--- src/rtl/counter_sweep_reader_pkg.sv ---
// Shared types and defaults for the counter sweep reader: FSM state encoding,
// sweep geometry and the accumulator width rule.
package counter_sweep_reader_pkg;

  localparam int DEF_NUM_CNT = 5;
  localparam int DEF_DATA_W  = 8;
  localparam int DEF_TIMEOUT = 15;
  localparam int IDX_W       = 3;

  typedef enum logic [1:0] {
    S_WAIT = 2'd0,
    S_READ = 2'd1,
    S_DONE = 2'd2
  } state_t;

  // Three guard bits hold the sum of up to eight full-scale counters.
  function automatic int sum_width(input int data_w);
    return data_w + 3;
  endfunction

  localparam int DEF_SUM_W = sum_width(DEF_DATA_W);

endpackage

--- src/rtl/counter_sweep_reader_if.sv ---
// Request/response port between the sweep reader (master) and the pop-counter
// block (slave): registered req/idx out, same-cycle valid/data back.
interface counter_sweep_reader_if
  import counter_sweep_reader_pkg::*;
#(
  parameter int DATA_W = DEF_DATA_W
);

  logic              req;
  logic [IDX_W-1:0]  idx;
  logic              cnt_valid;
  logic [DATA_W-1:0] cnt_data;

  modport master (output req, idx, input cnt_valid, cnt_data);
  modport slave  (input req, idx, output cnt_valid, cnt_data);

endinterface

--- src/rtl/counter_sweep_reader_stall_timer.sv ---
// Saturating stall counter; expired flags the increment that would reach
// TIMEOUT so the caller can abort on that same edge.
module stall_timer #(
  parameter int TIMEOUT = 15
) (
  input  logic clk,
  input  logic reset_L,
  input  logic clr,
  input  logic inc,
  output logic expired
);

  localparam int CW = $clog2(TIMEOUT + 1);

  logic [CW-1:0] cnt_q;

  always_ff @(posedge clk or negedge reset_L) begin
    if (!reset_L) begin
      cnt_q <= '0;
    end else if (clr) begin
      cnt_q <= '0;
    end else if (inc && (cnt_q != CW'(TIMEOUT))) begin
      cnt_q <= cnt_q + CW'(1);
    end
  end

  assign expired = inc && !clr && (cnt_q == CW'(TIMEOUT - 1));

endmodule

--- src/rtl/counter_sweep_reader.sv ---
// Walks the pop-counter indices on start, re-emits each returned value as a
// registered stream with a running total, stalls on missing valid, aborts on timeout.
module counter_sweep_reader
  import counter_sweep_reader_pkg::*;
#(
  parameter int NUM_CNT = DEF_NUM_CNT,
  parameter int DATA_W  = DEF_DATA_W,
  parameter int TIMEOUT = DEF_TIMEOUT
) (
  input  logic                   clk,
  input  logic                   reset_L,
  input  logic                   start,
  counter_sweep_reader_if.master cnt_if,
  output logic                   rd_valid,
  output logic [IDX_W-1:0]       rd_idx,
  output logic [DATA_W-1:0]      rd_data,
  output logic [DATA_W+2:0]      sum,
  output logic                   busy,
  output logic                   done,
  output logic                   err
);

  localparam int SUM_W = sum_width(DATA_W);
  localparam logic [IDX_W-1:0] LAST_IDX = IDX_W'(NUM_CNT - 1);

  state_t           state;
  logic             req_q;
  logic [IDX_W-1:0] idx_q;
  logic             stall_expired;
  logic             in_read;

  assign cnt_if.req = req_q;
  assign cnt_if.idx = idx_q;
  assign in_read    = (state == S_READ);

  stall_timer #(.TIMEOUT(TIMEOUT)) u_stall_timer (
    .clk     (clk),
    .reset_L (reset_L),
    .clr     (!in_read || cnt_if.cnt_valid),
    .inc     (in_read && !cnt_if.cnt_valid),
    .expired (stall_expired)
  );

  always_ff @(posedge clk or negedge reset_L) begin
    if (!reset_L) begin
      state    <= S_WAIT;
      req_q    <= 1'b0;
      idx_q    <= '0;
      rd_valid <= 1'b0;
      rd_idx   <= '0;
      rd_data  <= '0;
      sum      <= '0;
      busy     <= 1'b0;
      done     <= 1'b0;
      err      <= 1'b0;
    end else begin
      rd_valid <= 1'b0;
      done     <= 1'b0;
      case (state)
        S_WAIT: begin
          if (start) begin
            state <= S_READ;
            req_q <= 1'b1;
            idx_q <= '0;
            sum   <= '0;
            err   <= 1'b0;
            busy  <= 1'b1;
          end
        end
        S_READ: begin
          // A returning valid beats a stall that would otherwise hit the timeout.
          if (cnt_if.cnt_valid) begin
            rd_valid <= 1'b1;
            rd_idx   <= idx_q;
            rd_data  <= cnt_if.cnt_data;
            sum      <= sum + SUM_W'(cnt_if.cnt_data);
            if (idx_q == LAST_IDX) begin
              state <= S_DONE;
              req_q <= 1'b0;
              idx_q <= '0;
              done  <= 1'b1;
            end else begin
              idx_q <= idx_q + IDX_W'(1);
            end
          end else if (stall_expired) begin
            state <= S_DONE;
            req_q <= 1'b0;
            idx_q <= '0;
            err   <= 1'b1;
            done  <= 1'b1;
          end
        end
        S_DONE: begin
          state <= S_WAIT;
          busy  <= 1'b0;
        end
        default: begin
          state <= S_WAIT;
          busy  <= 1'b0;
        end
      endcase
    end
  end

endmodule

--- src/flat_wrapper.sv ---
// flat-port wrapper written by rule: the top's interface ports become plain ports
module counter_sweep_reader_flat import counter_sweep_reader_pkg::*;
#(
  parameter int NUM_CNT = DEF_NUM_CNT,
  parameter int DATA_W  = DEF_DATA_W,
  parameter int TIMEOUT = DEF_TIMEOUT
)
  (clk, reset_L, start, rd_valid, rd_idx, rd_data, sum, busy, done, err, cnt_if_req, cnt_if_idx, cnt_if_cnt_valid, cnt_if_cnt_data);
  counter_sweep_reader_if #(.DATA_W(DATA_W)) cnt_if_i ();
  input  logic clk;
  input  logic reset_L;
  input  logic start;
  output logic rd_valid;
  output logic [IDX_W-1:0] rd_idx;
  output logic [DATA_W-1:0] rd_data;
  output logic [DATA_W+2:0] sum;
  output logic busy;
  output logic done;
  output logic err;
  output wire logic [$bits(cnt_if_i.req)-1:0] cnt_if_req;
  output wire logic [$bits(cnt_if_i.idx)-1:0] cnt_if_idx;
  input wire logic [$bits(cnt_if_i.cnt_valid)-1:0] cnt_if_cnt_valid;
  input wire logic [$bits(cnt_if_i.cnt_data)-1:0] cnt_if_cnt_data;
  assign cnt_if_req = cnt_if_i.req;
  assign cnt_if_idx = cnt_if_i.idx;
  assign cnt_if_i.cnt_valid = cnt_if_cnt_valid;
  assign cnt_if_i.cnt_data = cnt_if_cnt_data;
  counter_sweep_reader #(.NUM_CNT(NUM_CNT), .DATA_W(DATA_W), .TIMEOUT(TIMEOUT)) u_core (.clk(clk), .reset_L(reset_L), .start(start), .cnt_if(cnt_if_i), .rd_valid(rd_valid), .rd_idx(rd_idx), .rd_data(rd_data), .sum(sum), .busy(busy), .done(done), .err(err));
endmodule
--- config.mk ---
export PLATFORM = sky130hd
export DESIGN_NAME = counter_sweep_reader_flat
export DESIGN_NICKNAME = d
export VERILOG_FILES = /design/src/rtl/counter_sweep_reader_pkg.sv /design/src/rtl/counter_sweep_reader_if.sv /design/src/rtl/counter_sweep_reader_stall_timer.sv /design/src/rtl/counter_sweep_reader.sv /design/src/flat_wrapper.sv
export SDC_FILE = /design/constraint.sdc
export NUM_CORES = 1
export LEC_CHECK = 0
export CAP_MARGIN = 20
export CORE_UTILIZATION = 50
export DETAILED_ROUTE_END_ITERATION = 7
export PLACE_DENSITY = 0.76
export SLEW_MARGIN = 20
export SYNTH_ARGS = -nofsm -noshare
export SYNTH_HDL_FRONTEND = slang
export SYNTH_SLANG_ARGS = --single-unit
--- constraint.sdc ---
create_clock -name clk -period 5.1 [get_ports clk]
set_input_delay 1.53 -clock clk [delete_from_list [all_inputs] [get_ports clk]]
set_output_delay 1.53 -clock clk [all_outputs]
set_load 0.02 [all_outputs]
# Word level (Yosys, flattened, before mapping)
# Cells that the tools add are included.
dict set report op_classes {
  bitwise 1
  multipliers 0
  shifts 0
  n_mux 31
  order_cmp 0
  addsub 3
  n_div 0
  reduce_logical 18
  n_eq_ne 10
}
# op n
set op_table {}
lappend op_table {{$mux 11} 2}
lappend op_table {{$pmux 11 s2} 1}
lappend op_table {{$mux 1} 13}
lappend op_table {{$mux 3} 4}
lappend op_table {{$add 11x8->11} 1}
lappend op_table {{$reduce_and 3->1} 3}
lappend op_table {{$mux 2} 4}
lappend op_table {{$mux 4} 2}
lappend op_table {{$reduce_and 4->1} 2}
lappend op_table {{$ne 2x2->1 const B} 3}
lappend op_table {{$pmux 1 s2} 3}
lappend op_table {{$pmux 3 s2} 1}
lappend op_table {{$add 4x1->4 const B} 1}
lappend op_table {{$eq 4x4->1 const B} 1}
lappend op_table {{$logic_and 1x1->1} 4}
lappend op_table {{$ne 4x4->1 const B} 1}
lappend op_table {{$pmux 2 s2} 1}
lappend op_table {{$reduce_and 2->1} 2}
lappend op_table {{$reduce_bool 2->1} 2}
lappend op_table {{$add 3x1->3 const B} 1}
lappend op_table {{$eq 3x3->1 const B} 1}
lappend op_table {{$logic_not 1->1} 3}
lappend op_table {{$ne 3x2->1 const B} 1}
lappend op_table {{$ne 3x3->1 const B} 1}
lappend op_table {{5 further kinds} 5}
dict set report totals {
  romBits 0
  out_inout_bits 30
  input_bits 12
  latch_bits 0
  n_memories 0
  regBits 36
  ramBits 0
  word_cells 74
}

# Depth between registers and ports, before layout
# Gate-level depths: netlist of run 1.
dict set report depth {
  word_depth 9
  ltp_mapped 7
  ltp_nobuf 7
}

# Cells and area by module
# Synthesis of run 1 repeated with hierarchy kept, for this count alone.
dict set report unflattened {
  hier_cells 198
  hier_area_um2 1900.6
}
# module n_inst area_per_inst_um2 seq_area_each_um2 cells_per_inst
set modules_own_cells {}
lappend modules_own_cells {counter_sweep_reader 1 1646.6 800.8 174}
lappend modules_own_cells {stall_timer 1 254.0 100.1 24}

# Worst setup path before layout of run 1
# No wires, ideal clock.
dict set report synth_timing {
  path_kind {in2reg}
  startpoint {input port cnt_if_cnt_data[0]}
  endpoint {register u_core.sum[10]}
  n_path_buf 0
  required_time_ps 4975
  setup_ps 125
  path_slack_ps 2132
  cell_stages 7
  arrival_time_ps 2843
  path_cell_list {ha_1 > fa_1 > a211oi_1 > o211ai_1 > nand4_1 > xor2_1 > nor2_1}
}
dict set report synth_via {
  elab_chain_len 3
}
# element line
set synth_lines {}
lappend synth_lines {{from (decl)} flat_wrapper.sv:23} ;# input wire logic [$bits(cnt_if_i.cnt_data)-1:0] cnt_if_cnt_data;
lappend synth_lines {{$add 11x8->11} counter_sweep_reader.sv:76} ;# sum <= sum + SUM_W'(cnt_if.cnt_data);
lappend synth_lines {{$mux 11} counter_sweep_reader.sv:72} ;# if (cnt_if.cnt_valid) begin
lappend synth_lines {{$pmux 11 s2} counter_sweep_reader.sv:59} ;# case (state)
lappend synth_lines {{to (signal assigned)} counter_sweep_reader.sv:76}
lappend synth_lines {{to (decl)} counter_sweep_reader.sv:17} ;# output logic [DATA_W+2:0] sum,
# No other way between the ends. The select of a mux whose other input is x is not followed.
# A chain may end at the register's enable or synchronous reset.

# Worst setup path in the final report of run 1
# Ends and elaborated chain as after synthesis.

==> out/qor.csv, run 1 <==
metric;value;unit
placeableCoreArea;3390;µm²
crit_path_end_kind;register;
cts_tree;done;
maxSlewViolCount;0;
max_freq;308.9;MHz
synth-warning-count;0;
netSwitchingPower;582.7;µW
cts_resized;0;
drive_gt1_frac;0.05508;
drc;0;
post-route-worst-setup-slack;1.863;ns
grt_util_all_layers;0.2509;
report.final.setup_viol;0;
place.gp.congestion;0.8662;
die_height;61.84;µm
placed_cells;274;
global_route.overflow_total;0;
routed_wl;4043;µm
start_util;0.5282;
power_report.internal_total;826.2;µW
finalSetupTns;0;ns
synthDistinctLibCells;33;
routed_via_density;5.348;
vias_in_the_first_global_route;1503;
post_cts_hold_buffer_count;0;
result_of_the_run;complete, no violations;
power_density;602.8;nW/µm²
power_switching_share;0.4136;
cts-root-to-sink-buffers;2;
clockRootBuffer;sky130_fd_sc_hd__clkbuf_4;
asyncSetResetFlopFracSynth;1.000;
worstReg2RegStart;u_core.sum[0];
clock-sinks;36;
cts_setup_buffers;0;
leakage;0.001104;µW
mappedNetlistNets;213;
pwr-share-seq;0.341;
worst-path-max-fanout;3;
critical_path_class;in2reg;
clockPowerShare;0.144;
final-hold-violation-count;0;
syn_area;1790;µm²
crit_start;cnt_if_cnt_data[0];
layout.filler_cells;258;
timing.clock.skew;0.009079;ns
postRouteAntennaNets;0;
crit_path_start_kind;primary input;
vdd.ir_drop.worst;0.0002765;V
multi_input_comb_area;850.8;µm²
insertion_delay;0.34;ns
overall_die_area;3824;µm²
antennaDiodeCount;0;
route.detailed.wl_per_inst;14.34;µm
cts_htree_levels;2;
number_of_enable_type_register_cells_in_the_synthesized_netlist;0;
total_power_draw;1409;µW
inserted_clock_buffers;5;
final_min_period_over_clock_period;0.6348;
combinationalPowerShare;0.515;
cells_along_the_critical_path;clkdlybuf4s50_1 -> ha_1 -> fa_1 -> a211oi_1 -> o211ai_1 -> nand4_1 -> xor2_1 -> nor2_1;
drt_iter0_markers;92;
cap_viol_max_count;0;
synthesis_to_layout_area_growth;30.54;%
design.final.nets;260;
drt-pass1-iter-count;4;
cpPeakStageDelay;0.43;ns
syn_area_per_cell;9.524;µm²
worst_hold_startpoint;u_core.rd_data[0];
netlist_instances;188;
grt_start_max_net_pins;37;
max_slew.worst_pin.slew;0.5000;ns
std_cell_rows;21;
grt_first_pass_wirelength;6913;µm
timing.critical_path.slowest_stage_cell;sky130_fd_sc_hd__clkdlybuf4s50_1;
rsz_0062_raised_after_global_routing;no;
timing.hold.worst.class;reg2reg;
ys_ff_latch;36;
dr_total_vias;1508;
clk_pin_slew_worst_paths;0.11;ns
ys_dominant_reg_cell;sky130_fd_sc_hd__dfrtp_1;
critical_path_required;5.34;ns
preCtsSetupSlack;1.518;ns
relSlewSlack;0.6646;
number_of_antenna_violations_at_the_first_check_in_global_routing;0;
detailed_place_hpwl;2920;µm
regArea;900.9;µm²
ioPinCount;42;
crit_arrival;3.48;ns
fin_cells;282;
finalWorstPathRequiredPeriod;3.237;ns
io_buffers;41;
ys_seq_area_frac;0.5031;
die-width;61.84;µm
==> synth_stat cells (3+ instances only) <==
cell	instances	area [µm²]
sky130_fd_sc_hd__nor2_1	10	37.54
sky130_fd_sc_hd__xnor2_1	4	35.03
sky130_fd_sc_hd__a21o_1	5	37.54
sky130_fd_sc_hd__o211ai_1	3	22.52
sky130_fd_sc_hd__a31oi_1	3	18.77
sky130_fd_sc_hd__xor2_1	4	35.03
sky130_fd_sc_hd__nor2b_1	3	18.77
sky130_fd_sc_hd__inv_1	6	22.52
sky130_fd_sc_hd__nand2_1	51	191.4
sky130_fd_sc_hd__nand3_1	4	20.02
sky130_fd_sc_hd__dfrtp_1	36	900.9
sky130_fd_sc_hd__o21ai_0	17	85.08
sky130_fd_sc_hd__ha_1	12	150.1
sky130_fd_sc_hd__a21oi_1	7	35.03
==> through the flow <==
stage | hold slack [ns] | instance area, µm² | util
final | 0.4814 | 2337 | 0.6896
after CTS | 0.4889 | 2337 | 0.6896
after detailed placement | 0.4619 | 2261 | 0.6670
after global placement | 0.4579 | 2261 | 0.6670
after floorplan | 0.4838 | 1790 | -
after global routing | 0.5198 | 2337 | 0.6896
==> cell type report <==
cell class / count / area share
Multi-Input combinational cell: 142 / 0.3640
Sequential cell: 36 / 0.3854
Timing Repair Buffer: 43 / 0.1820
Clock buffer: 6 / 0.01767
Clock inverter: 2 / 0.01499
Inverter: 7 / 0.01124
Tap cell: 46 / 0.02463
==> power groups by stage <==
| stage | Clock [µW] | Sequential, µW | Combinational [µW] |
|---|---|---|---|
| 3_5_place_dp | 0 | 486 | 725 |
| 3_3_place_gp | 0 | 479 | 705 |
| 4_1_cts | 205 | 481 | 730 |
| 2_1_floorplan | 0 | 590 | 320 |
| 6_report | 202 | 480 | 726 |
| 5_1_grt | 219 | 499 | 805 |
==> sequential cells by signal (all words and copies together) (netlist names), 2 cells and up <==
signal,count
u_core.sum,11
u_core.rd_idx,3
u_core.u_stall_timer.cnt_q,4
u_core.state,2
u_core.cnt_if.idx,3
u_core.rd_data,8
==> metal layers <==
layer | track usage | vias up | part of all wire
li1 | - | 739 | -
met1 | 0.3338 | 709 | 0.44
met2 | 0.4025 | 53 | 0.48
met3 | 0.06004 | 7 | 0.055
met4 | 0.08889 | 0 | 0.019
met5 | 0 | - | 0
==> layout by cell type (no fill, tap or decap) <==
cell type / instances
sky130_fd_sc_hd__fa_1: 1
sky130_fd_sc_hd__dfrtp_1: 36
sky130_fd_sc_hd__a31oi_1: 3
sky130_fd_sc_hd__nor2b_1: 3
sky130_fd_sc_hd__clkbuf_1: 1
sky130_fd_sc_hd__nor2_1: 10
sky130_fd_sc_hd__or3_1: 1
sky130_fd_sc_hd__o21ai_0: 17
sky130_fd_sc_hd__inv_1: 6
sky130_fd_sc_hd__nor3_1: 2
sky130_fd_sc_hd__clkbuf_4: 5
sky130_fd_sc_hd__nand2b_1: 1
sky130_fd_sc_hd__clkinv_1: 1
sky130_fd_sc_hd__clkdlybuf4s50_1: 41
sky130_fd_sc_hd__ha_1: 12
sky130_fd_sc_hd__bufinv_16: 1
sky130_fd_sc_hd__nand3_1: 4
sky130_fd_sc_hd__a21oi_1: 7
sky130_fd_sc_hd__nand2_1: 51
sky130_fd_sc_hd__mux2i_1: 1
sky130_fd_sc_hd__a311o_1: 1
sky130_fd_sc_hd__a211oi_1: 2
sky130_fd_sc_hd__nor2_2: 1
sky130_fd_sc_hd__a32o_1: 2
sky130_fd_sc_hd__a22oi_2: 1
sky130_fd_sc_hd__nand3b_1: 1
sky130_fd_sc_hd__xor2_1: 4
sky130_fd_sc_hd__or3b_4: 1
sky130_fd_sc_hd__a21oi_2: 1
sky130_fd_sc_hd__o211ai_1: 3
sky130_fd_sc_hd__nor3b_1: 1
sky130_fd_sc_hd__xnor2_1: 4
sky130_fd_sc_hd__nand4_1: 2
sky130_fd_sc_hd__buf_4: 2
sky130_fd_sc_hd__a21o_1: 5
sky130_fd_sc_hd__clkinv_2: 1
==> critical path: cells and delay by family <==
family / cells / cell delay (ns)
fa+ha+maj: 2 / 0.66
buf+inv: 1 / 0.43
simple gates: 2 / 0.20
xor+xnor: 1 / 0.15
compound gates: 2 / 0.50
==> logic make-up (layout without fill, tap and decap cells) <==
kind of cell,after synthesis,after routing,share of synthesized area
compound gates,42,42,0.1481
simple gates,78,78,0.1873
mux,1,1,0.005591
buf+inv,10,58,0.02165
flops,36,36,0.5031
xor+xnor,8,8,0.03913
fa+ha+maj,13,13,0.09504
==> path summary, 6_finish.rpt <==
check,end,slack [ns],depth (start not counted)
min reg2reg,u_core.rd_data[0],0.48,2
min,u_core.rd_data[0],0.48,2
min in group asynchronous,u_core.sum[2],1.59,2
max reg2reg,u_core.sum[10],3.09,7
max in group asynchronous,u_core.u_stall_timer.cnt_q[3],3.19,2
max,u_core.sum[10],1.86,8
Note: power is estimated with default switching activity, not from simulation.
==> run 2: changes to the inputs <==
Settings changed: CORE_UTILIZATION 50 to 44, PLACE_DENSITY 0.76 to 0.71.
Clock period 5.1 ns to 2.65 ns, I/O delays scaled along.
==> out/qor.csv, run 2 (synthesis results as in run 1) <==
metric;value;unit;change
start_util;0.4748;;-0.05345
worst-r2r-setup-slack;0.75;ns;-2.34 ns
reg2regPathDepth;7;;unchanged
clk_pin_slew_worst_paths;0.07;ns;-0.04 ns
place.gp.congestion;0.8388;;-3.2%
io_buffers;41;;unchanged
placeableCoreArea;3771;µm²;+11%
layout_top_registers;u_core.sum (11), u_core.rd_data (8), u_core.u_stall_timer.cnt_q (4);;
post-route-worst-setup-slack;0.1688;ns;-1.694 ns
cts_setup_buffers;0;;unchanged
max_freq;403.0;MHz;
die-width;65.79;µm;+6.4%
drt_iter0_markers;58;;-37%
cts_tree;done;;
design.final.nets;267;;+2.7%
mostFrequentLayoutCells;sky130_fd_sc_hd__nand2_1, sky130_fd_sc_hd__clkdlybuf4s50_1, sky130_fd_sc_hd__dfrtp_1, sky130_fd_sc_hd__o21ai_0, sky130_fd_sc_hd__ha_1;;
max_slew.worst_pin.slew;0.4498;ns;-0.05021 ns
inserted_clock_buffers;5;;unchanged
relSlewSlack;0.7001;;+0.03553
result_of_the_run;complete, no violations;;
route.detailed.wl_per_inst;12.93;µm;-9.8%
final_min_period_over_clock_period;0.9363;;
drive_gt1_frac;0.09053;;+0.03545
hold_depth;2;;unchanged
power_density;1216;nW/µm²;+100%
leakage;0.001176;µW;+6.5%
antennaDiodeCount;0;;unchanged
largest_register_ffs;11;;unchanged
grt_start_max_net_pins;37;;unchanged
critPathTopFamily;adder cells;;
cts-root-to-sink-buffers;2;;unchanged
timing.clock.skew;0.003284;ns;-0.005795 ns
maxSlewViolCount;0;;unchanged
placement.cell_area;2316;µm²;+2.4%
power_report.internal_total;1901;µW;+130%
clockRootBuffer;sky130_fd_sc_hd__clkbuf_8;;
vdd.ir_drop.worst;0.0006038;V;+120%
crit_start;cnt_if_cnt_data[0];;
utilization;0.6576;;-0.03195
post_cts_hold_buffer_count;0;;unchanged
worst-path-max-fanout;2;;-1
std_cell_rows;22;;+4.8%
number_of_antenna_violations_at_the_first_check_in_global_routing;0;;unchanged
cts_htree_levels;2;;unchanged
crit_path_start_kind;primary input;;
max_flop_register;u_core.sum;;
cp.buffers_inverters;1;;unchanged
finalWorstPathRequiredPeriod;2.481;ns;
clock-sinks;36;;unchanged
report.final.setup_viol;0;;unchanged
most_common_cell_after_layout_fill_and_taps_aside;sky130_fd_sc_hd__nand2_1;;
timing.hold.worst.class;reg2reg;;
cap_viol_max_count;0;;unchanged
drt-pass1-iter-count;4;;unchanged
crit_path_end_kind;register;;
layout.filler_cells;324;;+26%
routed_via_density;5.103;;-4.6%
vias_in_the_first_global_route;1377;;-8.4%
cells_along_the_critical_path;clkdlybuf4s50_1 -> ha_1 -> fa_1 -> a211oi_2 -> o211ai_1 -> nand4_1 -> xor2_1 -> nor2_1;;
grt_first_pass_wirelength;6348;µm;-8.2%
combinationalPowerShare;0.473;;-0.042
cts_resized;0;;unchanged
drc;0;;unchanged
die_height;65.79;µm;+6.4%
critical_path_required;2.81;ns;-2.53 ns
cpPeakStageDelay;0.45;ns;+0.02 ns
worst_hold_startpoint;u_core.rd_idx[2];;
regArea;900.9;µm²;unchanged
critical_path_class;in2reg;;
hold_end;u_core.rd_idx[2];;
dr_total_vias;1485;;-1.5%
ioPinCount;42;;unchanged
final-hold-violation-count;0;;unchanged
finalHoldWorstSlack;0.4749;ns;-0.006524 ns
detailed_place_hpwl;2830;µm;-3.1%
power_switching_share;0.3695;;-0.04405
multi_input_comb_area;855.8;µm²;+0.59%
design_area;2480;µm²;+6.1%
preCtsSetupSlack;-0.1791;ns;-1.697 ns
insertion_delay;0.29;ns;-0.05 ns
postRouteAntennaNets;0;;unchanged
global_route.overflow_total;0;;unchanged
crit_arrival;2.65;ns;-0.83 ns
clockPowerShare;0.220;;+0.076
pwr-share-seq;0.307;;-0.034
overall_die_area;4328;µm²;+13%
worstReg2RegStart;u_core.sum[0];;
routed_wl;3763;µm;-6.9%
timing.critical_path.slowest_stage_cell;sky130_fd_sc_hd__clkdlybuf4s50_1;;
rsz_0062_raised_after_global_routing;no;;
timing.rr.end;u_core.sum[10];;
netSwitchingPower;1114;µW;+91%
synthesis_to_layout_area_growth;38.50;%;
grt_util_all_layers;0.1966;;-0.05429
[run 2: cell types whose count changed in the layout (fill, tap and decap cells not counted), sizes merged]
cell	previous run	this run
buf	2	9
bufinv	1	3
clkbuf	6	5
clkinv	2	1
[run 2: metrics by stage]
| step | setup TNS (ns) | std cells | total power (µW) |
|---|---|---|---|
| finish | 0 | 291 | 3015 |
| global route | 0 | 291 | 3222 |
| CTS | 0 | 291 | 3031 |
| detailed placement | -0.4602 | 283 | 2356 |
| global placement | -0.3096 | 283 | 2330 |
| floorplan | 0 | 188 | 1750 |
[run 2: routing by layer]
layer  track usage  wire length, µm  part of all wire
met5             0                0                 0
met4       0.05707               22            0.0058
met3       0.05690              164             0.044
met2        0.2908             1739              0.46
met1        0.2776             1836              0.49
[run 2: layout make-up]
cell class,instances,share of cell area
Clock buffer,5,0.02775
Clock inverter,3,0.03633
Inverter,7,0.01060
Multi-Input combinational cell,142,0.3451
Sequential cell,36,0.3633
Tap cell,48,0.02422
Timing Repair Buffer,50,0.1927
[run 2: how the worst max path moves through the flow]
stage	endpoint	slack [ns]	cells after the start
floorplan	u_core.sum[10]	0.42	7
global placement	u_core.sum[10]	-0.13	8
detailed placement	u_core.sum[10]	-0.18	8
CTS	u_core.sum[10]	0.10	8
global route	u_core.sum[8]	0.07	8
finish	u_core.sum[10]	0.17	8
[run 2: power by group through the flow]
stage | registers (µW) | logic, µW | clock network, µW
finish | 925 | 1430 | 665
global placement | 929 | 1400 | 0
detailed placement | 936 | 1420 | 0
floorplan | 1130 | 615 | 0
CTS | 927 | 1430 | 675
global route | 956 | 1560 | 702
[run 2: worst reg2reg max path, stage by stage (launching register included)]
cell                       delay, ns
sky130_fd_sc_hd__dfrtp_1        0.40
sky130_fd_sc_hd__ha_1           0.22
sky130_fd_sc_hd__fa_1           0.41
sky130_fd_sc_hd__a211oi_2       0.23
sky130_fd_sc_hd__o211ai_1       0.16
sky130_fd_sc_hd__nand4_1        0.16
sky130_fd_sc_hd__xor2_1         0.15
sky130_fd_sc_hd__nor2_1         0.06
==> run 3: changes to the inputs <==
Settings changed: GPL_TIMING_DRIVEN set to 0.
Clock period 2.65 ns to 2 ns, I/O delays scaled along.
==> out/qor.csv, run 3 (synthesis results as in run 1) <==
metric;value;unit;change
reg2regPathDepth;7;;unchanged
netSwitchingPower;1532;µW;+38%
insertion_delay;0.28;ns;about the same
vdd.ir_drop.worst;0.0006290;V;+4.2%
regArea;900.9;µm²;unchanged
global_route.overflow_total;0;;unchanged
result_of_the_run;complete, no violations;;
grt_util_all_layers;0.2162;;+0.01965
crit_arrival;1.35;ns;-1.30 ns
cp.buffers_inverters;1;;unchanged
postRouteAntennaNets;0;;unchanged
cpPeakStageDelay;0.63;ns;+0.18 ns
finalWorstPathRequiredPeriod;1.951;ns;
route.detailed.wl_per_inst;14.31;µm;+11%
power_report.internal_total;2265;µW;+19%
dr_total_vias;1527;;+2.8%
number_of_antenna_violations_at_the_first_check_in_global_routing;0;;unchanged
routed_wl;4163;µm;+11%
layout_top_registers;u_core.sum (11), u_core.rd_data (8), u_core.u_stall_timer.cnt_q (4);;
mostFrequentLayoutCells;sky130_fd_sc_hd__nand2_1, sky130_fd_sc_hd__dfrtp_1, sky130_fd_sc_hd__clkdlybuf4s50_1, sky130_fd_sc_hd__o21ai_0, sky130_fd_sc_hd__nor2_1;;
worst-path-stages;1;;-7
report.final.setup_viol;0;;unchanged
std_cell_rows;22;;unchanged
placed_cells;278;;-1.8%
placeableCoreArea;3771;µm²;unchanged
critical_path_class;reg2out;;
final_min_period_over_clock_period;0.9753;;
leakage;0.001161;µW;-1.3%
inserted_clock_buffers;5;;unchanged
grt_start_max_net_pins;27;;-27%
clockRootBuffer;sky130_fd_sc_hd__clkbuf_8;;
design.final.nets;267;;unchanged
cells_along_the_critical_path;clkdlybuf4s50_1;;
die_height;65.79;µm;unchanged
post_cts_hold_buffer_count;0;;unchanged
crit_path_end_kind;output port;;
multi_input_comb_area;945.9;µm²;+11%
antennaDiodeCount;0;;unchanged
drive_gt1_frac;0.1276;;+0.03704
cts-root-to-sink-buffers;2;;unchanged
most_common_cell_after_layout_fill_and_taps_aside;sky130_fd_sc_hd__nand2_1;;
power_switching_share;0.4035;;+0.03399
start_util;0.4748;;unchanged
grt_first_pass_wirelength;6844;µm;+7.8%
pwr-share-seq;0.329;;+0.022
drt_iter0_markers;84;;+45%
largest_register_ffs;11;;unchanged
ioPinCount;42;;unchanged
cts_tree;done;;
routed_via_density;5.247;;+2.8%
overall_die_area;4328;µm²;unchanged
finalSetupTns;0;ns;unchanged
layout.filler_cells;322;;-0.62%
timing.critical_path.slowest_stage_cell;sky130_fd_sc_hd__clkdlybuf4s50_1;;
clockPowerShare;0.141;;-0.079
fin_cells;291;;unchanged
combinationalPowerShare;0.531;;+0.058
crit_path_start_kind;register;;
critical_path_required;1.40;ns;-1.41 ns
cts_htree_levels;2;;unchanged
place.gp.congestion;0.7949;;-5.2%
drc;0;;unchanged
critPathTopFamily;buffers and inverters;;
cap_viol_max_count;0;;unchanged
die-width;65.79;µm;unchanged
relSlewSlack;0.7058;;+0.005709
synthesis_to_layout_area_growth;38.99;%;
timing.clock.skew;0.003736;ns;+0.0004518 ns
max_freq;512.7;MHz;
worst-path-max-fanout;6;;+4
maxSlewViolCount;0;;unchanged
max_flop_register;u_core.sum;;
drt-pass1-iter-count;4;;unchanged
vias_in_the_first_global_route;1465;;+6.4%
clk_pin_slew_worst_paths;0.07;ns;about the same
clock-sinks;36;;unchanged
max_slew.worst_pin.slew;0.4413;ns;-0.008564 ns
final-hold-violation-count;0;;unchanged
power_density;1526;nW/µm²;+25%
io_buffers;41;;unchanged
timing.hold.worst.class;in2async;;
detailed_place_hpwl;2941;µm;+3.9%
rsz_0062_raised_after_global_routing;yes;;
[run 3: cell count changes in the layout (fill, tap and decap cells not counted), sizes merged]
cell / delta
bufinv: -3
clkbuf: +6
clkdlybuf4s50: -9
dlygate4sd2: +4
dlymetal6s2s: +2
[run 3: repair_timing]
item | 4_1_cts | 5_1_grt
gates cloned | 0 | 0
gates resized for setup | 12 | 12
endpoints found under the setup margin | 6 | 8
setup buffers | 2 | 3
pin swaps | 7 | 10
endpoints found under the hold margin | 0 | 0
[run 3: per-stage QoR]
step	total power, µW	util	setup WS [ns]	hold slack (ns)	cell area [µm²]
6_report	3797	0.6599	0.04947	0.1861	2489
5_1_grt	4092	0.6599	-0.02140	0.2007	2489
4_1_cts	3720	0.6453	0.008545	0.1939	2434
3_5_place_dp	3096	0.6082	-0.5984	0.4618	2293
3_3_place_gp	3043	0.6042	-0.5906	0.4580	2278
2_1_floorplan	2346	-	-0.004016	0.3044	1808
[run 3: area by class of cell]
class                   count  share of cell area
repair buffers             47              0.1820
well taps                  48             0.02413
clock buffers               8             0.03620
multi-input cells         142              0.3801
inverters                   7             0.01056
flip-flops and latches     36              0.3620
plain buffers               3            0.005028
[run 3: layer usage]
metal | part of all wire | wire length, µm | up-vias | global-route usage
met5 | 0 | 0 | - | 0
met2 | 0.47 | 1975 | 32 | 0.3457
met1 | 0.47 | 1956 | 738 | 0.2848
met3 | 0.037 | 153 | 7 | 0.05345
met4 | 0.018 | 77 | 0 | 0.07337
li1 | - | - | 750 | -
[run 3: power groups by stage]
stage / sequential [µW] / combinational [µW] / clock, µW
finish: 1250 / 2010 / 535
global route: 1290 / 2230 / 579
CTS: 1240 / 1930 / 541
detailed placement: 1240 / 1850 / 0
global placement: 1230 / 1810 / 0
floorplan: 1510 / 839 / 0
[run 3: final timing paths]
path / slack [ns] / end / from
worst min-delay path: 0.19 / u_core.sum[7] / reset_L
worst max-delay path: 0.05 / cnt_if_idx[2] / u_core.cnt_if.idx[2]
worst min register to register: 0.47 / u_core.rd_data[1] / u_core.rd_data[1]
worst max register to register: 0.17 / u_core.sum[10] / u_core.sum[0]
min in group clk: 0.47 / u_core.rd_data[1] / u_core.rd_data[1]
max in group asynchronous: 1.39 / u_core.rd_idx[0] / reset_L
==> edit 1 (settings of run 2) <==
The 3 states of `state_t` get a one-hot encoding in 3 bits.
--- a/src/rtl/counter_sweep_reader_pkg.sv
+++ b/src/rtl/counter_sweep_reader_pkg.sv
@@ -7,10 +7,10 @@
   localparam int DEF_TIMEOUT = 15;
   localparam int IDX_W       = 3;
 
-  typedef enum logic [1:0] {
-    S_WAIT = 2'd0,
-    S_READ = 2'd1,
-    S_DONE = 2'd2
+  typedef enum logic [2:0] {
+    S_WAIT = 3'b001,
+    S_READ = 3'b010,
+    S_DONE = 3'b100
   } state_t;
 
   // Three guard bits hold the sum of up to eight full-scale counters.
Check against the original RTL: no difference found for any inputs over 10 cycles, from zero or initial values and one cycle with reset_L low; not proved beyond that.
==> edit 1 against run 2 <==
Cell area is 0.71% lower; worst setup slack worse by 24 ps; area after synthesis is 5.0% higher; wire length is 7.2% higher; critical endpoint unchanged; fmax is 0.94% lower; sequential cell count is 1 higher; largest power group unchanged; hold slack better by 32 ps; total power is 15% lower; combinational power is 9% lower; critical path type unchanged.
==> edit 1: results (changes against run 2) <==
register area share after synthesis = 0.493 (was 0.503)
most frequent cells after synthesis = dfrtp_1 (36), nand2_1 (14), ha_1 (12) (was nand2_1 (51), dfrtp_1 (36), o21ai_0 (17))
Compound-Gate Fraction of Synth Area = 0.148 (about the same)
Total GRT Usage = 0.198 (was 0.197)
proportion of synthesized area in mux cells = 0.0766 (was 0.00559)
inverters = 5 (was 7)
Worst Hold End = u_core.err (was u_core.rd_idx[2])
Placed Area = 2370 um^2 (was 2320 um^2)
Hold WS = 506 ps (was 475 ps)
routing usage on met1 = 0.242 (was 0.278)
Buffers excl. clock = 49 (was 50)
outcome = finished clean (unchanged)
GPL Wtd Cong = 0.896 (was 0.839)
clk tree area frac = 0.0335 (was 0.0641)
Netlist cell types = 38 (was 33)
Post-Synthesis Net Count = 187 (was 213)
# fillers = 305 (was 324)
routed wire length per instance = 15.2 um (was 12.9 um)
Synth Area in Adders = 0.0905 (was 0.0950)
Hold Startpoint = u_core.err (was u_core.rd_idx[2])
met2 WL post-DR = 1950 um (was 1740 um)
HPWL after DPL = 2940 um (was 2830 um)
global-route wire length before repair = 6580 um (was 6350 um)
CP peak stage delay = 430 ps (was 450 ps)
R2R setup slack = 690 ps (was 750 ps)
Vias = 1,469 (was 1,485)
Place WS = -231 ps (was -179 ps)
register bit total from synthesis = 37 (was 36)
PwrDens = 1040 nW/um^2 (was 1220 nW/um^2)
routed vias/inst = 5.54 (was 5.10)
syn avg cell area = 11.6 um^2 (was 9.52 um^2)
DR WL met3 = 227 um (was 164 um)
DR iter-0 viols = 53 (was 58)
largest net degree at the start of global routing = 38 (was 37)
fraction of area in registers = 0.377 (was 0.363)
[edit 1: changes by cell type in the layout (fill, tap and decap cells not counted), sizes merged, moves of 3 or more]
cell,before,now
mux2,0,11
a22o,0,7
o21ai,17,8
nor2,11,7
bufinv,3,0
nand2,51,14
nand3,4,8
nor2b,3,0
[edit 1: how the worst max path moves through the flow]
stage	cells after the start	slack [ps]	startpoint	end
floorplan	7	360	cnt_if_cnt_data[0]	u_core.sum[10]
global placement	8	-150	cnt_if_cnt_data[0]	u_core.sum[10]
detailed placement	8	-230	cnt_if_cnt_data[0]	u_core.sum[10]
CTS	8	90	cnt_if_cnt_data[0]	u_core.sum[10]
global route	8	30	cnt_if_cnt_data[0]	u_core.sum[10]
finish	8	150	cnt_if_cnt_data[0]	u_core.sum[10]
[edit 1: where the power goes]
part | internal, mW | switching [mW] | total, mW
Clock | 0.182 | 0.205 | 0.387
Sequential | 0.741 | 0.133 | 0.874
Combinational | 0.655 | 0.645 | 1.30
==> edit 2 (flow settings as in run 2) <==
Made on the original files. `DEF_DATA_W`: 8 -> 12.
--- a/src/rtl/counter_sweep_reader_pkg.sv
+++ b/src/rtl/counter_sweep_reader_pkg.sv
@@ -3,7 +3,7 @@
 package counter_sweep_reader_pkg;
 
   localparam int DEF_NUM_CNT = 5;
-  localparam int DEF_DATA_W  = 8;
+  localparam int DEF_DATA_W  = 12;
   localparam int DEF_TIMEOUT = 15;
   localparam int IDX_W       = 3;
 
Ports: changed (resized cnt_if_cnt_data, rd_data and sum); port bits go from 42 to 54. The function was not compared with the original's and may differ.
==> edit 2 against run 2 <==
Count of clock-buffer cells in the layout grew 1; synthesized cell count is 36% higher; area after synthesis is 34% higher; largest power group unchanged; cell area rose by 32%; register-to-register slack got worse by 180 ps; largest cell class is now multi-input gates; wire length is 46% higher; critical path depth decreased by 1; total power is 31% higher; sequential cell count rose by 8; worst setup slack lost 95 ps.
==> edit 2: results (changes against run 2) <==
Synth area leaders = dfrtp_1 (46%), nand2_1 (9.5%), ha_1 (8.3%) (was dfrtp_1 (50%), nand2_1 (11%), ha_1 (8.4%))
DR iter-0 viols = 107 (was 58)
GPL Wtd Cong = 0.849 (was 0.839)
# fillers = 457 (was 324)
ant diodes = 0 (unchanged)
Total GRT Usage = 0.213 (was 0.197)
vias in the first global route = 1,950 (was 1,377)
final setup skew = 5.95 ps (was 3.28 ps)
register area share after synthesis = 0.459 (was 0.503)
final wirelength = 5510 um (was 3760 um)
Crit path max-delay family = compound AO/OA/AOI/OAI gates (was adder cells)
worst-margin pin slew = 548 ps (was 450 ps)
Worst-Skew Late Latency = 310 ps (was 290 ps)
Leakage = 1.52 nW (was 1.18 nW)
Netlist cell types = 48 (was 33)
fraction of layout cells with a size suffix above 1 = 0.133 (was 0.0905)
syn avg cell area = 9.38 um^2 (was 9.52 um^2)
clock buffer depth = 2 (unchanged)
HPWL after DPL = 3930 um (was 2830 um)
Worst Path Max Fanout = 4 (was 2)
Post-Synthesis Net Count = 289 (was 213)
global-route wire length before repair = 9170 um (was 6350 um)
reg-to-reg critical path endpoint = u_core.sum[10] (unchanged)
clk slew on worst S/H paths = 80 ps
hold depth = 2 (unchanged)
drt first pass iters = 4 (unchanged)
r2r startpoint = u_core.sum[0] (unchanged)
final std cells w/o fill = 402 (was 291)
most frequent cells after synthesis = nand2_1 (61), dfrtp_1 (44), o21ai_0 (18) (was nand2_1 (51), dfrtp_1 (36), o21ai_0 (17))
routed vias/inst = 5.30 (was 5.10)
Worst Setup SP = cnt_if_cnt_data[4] (was cnt_if_cnt_data[0])
Port Buffer Count = 53 (was 41)
async set-reset flop share out of synthesis = 1.00 (unchanged)
outcome = finished clean (unchanged)
Inst Count DP = 394 (was 283)
CTS H-tree lvls = 2 (unchanged)
maximum VDD drop = 0.669 mV (was 0.604 mV)
Hold Startpoint = u_core.rd_data[5] (was u_core.rd_idx[2])
Worst path slowest cell = clkdlybuf4s50_1 (unchanged)
root buffer cell = clkbuf_8 (unchanged)
Setup crit end = u_core.sum[11] (was u_core.sum[10])
R2R setup slack = 570 ps (was 750 ps)
Placed Area = 3160 um^2 (was 2320 um^2)
CP Data Arrival Time = 2770 ps (was 2650 ps)
largest net degree at the start of global routing = 45 (was 37)
CP peak stage delay = 530 ps (was 450 ps)
nets = 365 (was 267)
initial antenna violation count = 0 (unchanged)
hold crit path type = reg2reg (unchanged)
largest registers = u_core.sum (15), u_core.rd_data (12), u_core.u_stall_timer.cnt_q (4) (was u_core.sum (11), u_core.rd_data (8), u_core.u_stall_timer.cnt_q (4))
Worst Hold End = u_core.rd_data[5] (was u_core.rd_idx[2])
DRC errors left = 0 (unchanged)
R2R depth = 8 (was 7)
Num CTS Buffers = 5 (unchanged)
synth warn = 0 (unchanged)
[edit 2: area by class of cell]
cell class	count	area (um^2)	share of cell area
clock inverters	1	5.00	0.00153
multi-input cells	196	1260	0.386
well taps	70	87.6	0.0268
repair buffers	78	716	0.219
clock buffers	6	72.6	0.0222
flip-flops and latches	44	1100	0.337
inverters	7	26.3	0.00803
[edit 2: cell families after synthesis]
family	Yosys count	share of synthesized area
XOR/XNOR	9	0.0328
flip-flops	44	0.459
adder cells (fa/ha/maj)	17	0.0917
AND/OR/NAND/NOR	106	0.198
AO/OA/AOI/OAI	64	0.192
buffers and inverters	16	0.0266
[edit 2: where the power goes]
group	leakage, nW	internal [mW]	switching (mW)
Clock	0.0410	0.180	0.228
Sequential	0.545	0.942	0.234
Combinational	0.931	1.14	1.22
Total	1.52	2.27	1.68
[edit 2: worst reg2reg max path, delay by kind of cell, from the launching register on]
family	cells	cell delay, ps
buf+inv	1	150
flops	1	400
fa+ha+maj	2	610
compound gates	4	640
xor+xnor	1	170
[edit 2: metrics by stage]
step / hold WS (ps) / setup WS [ps] / TNS, ps
floorplan: 499 / 205 / 0
global placement: 456 / -272 / -1950
detailed placement: 462 / -384 / -2650
CTS: 482 / 4.09 / 0
global route: 507 / 5.27 / 0
finish: 476 / 73.8 / 0
[edit 2: layer usage]
layer | share of wire | track usage | wire, um | up-vias
met5 | 0 | 0 | 0 | -
met4 | 0.014 | 0.0782 | 78 | 0
met3 | 0.039 | 0.0384 | 213 | 7
met2 | 0.47 | 0.332 | 2590 | 52
met1 | 0.48 | 0.294 | 2630 | 1011
li1 | - | - | - | 1062
[edit 2: timing repair]
action	CTS	global route
endpoints found under the setup margin	4	6
setup buffers	0	1
gates resized for setup	1	7
hold buffers	0	0
pin swaps	1	10
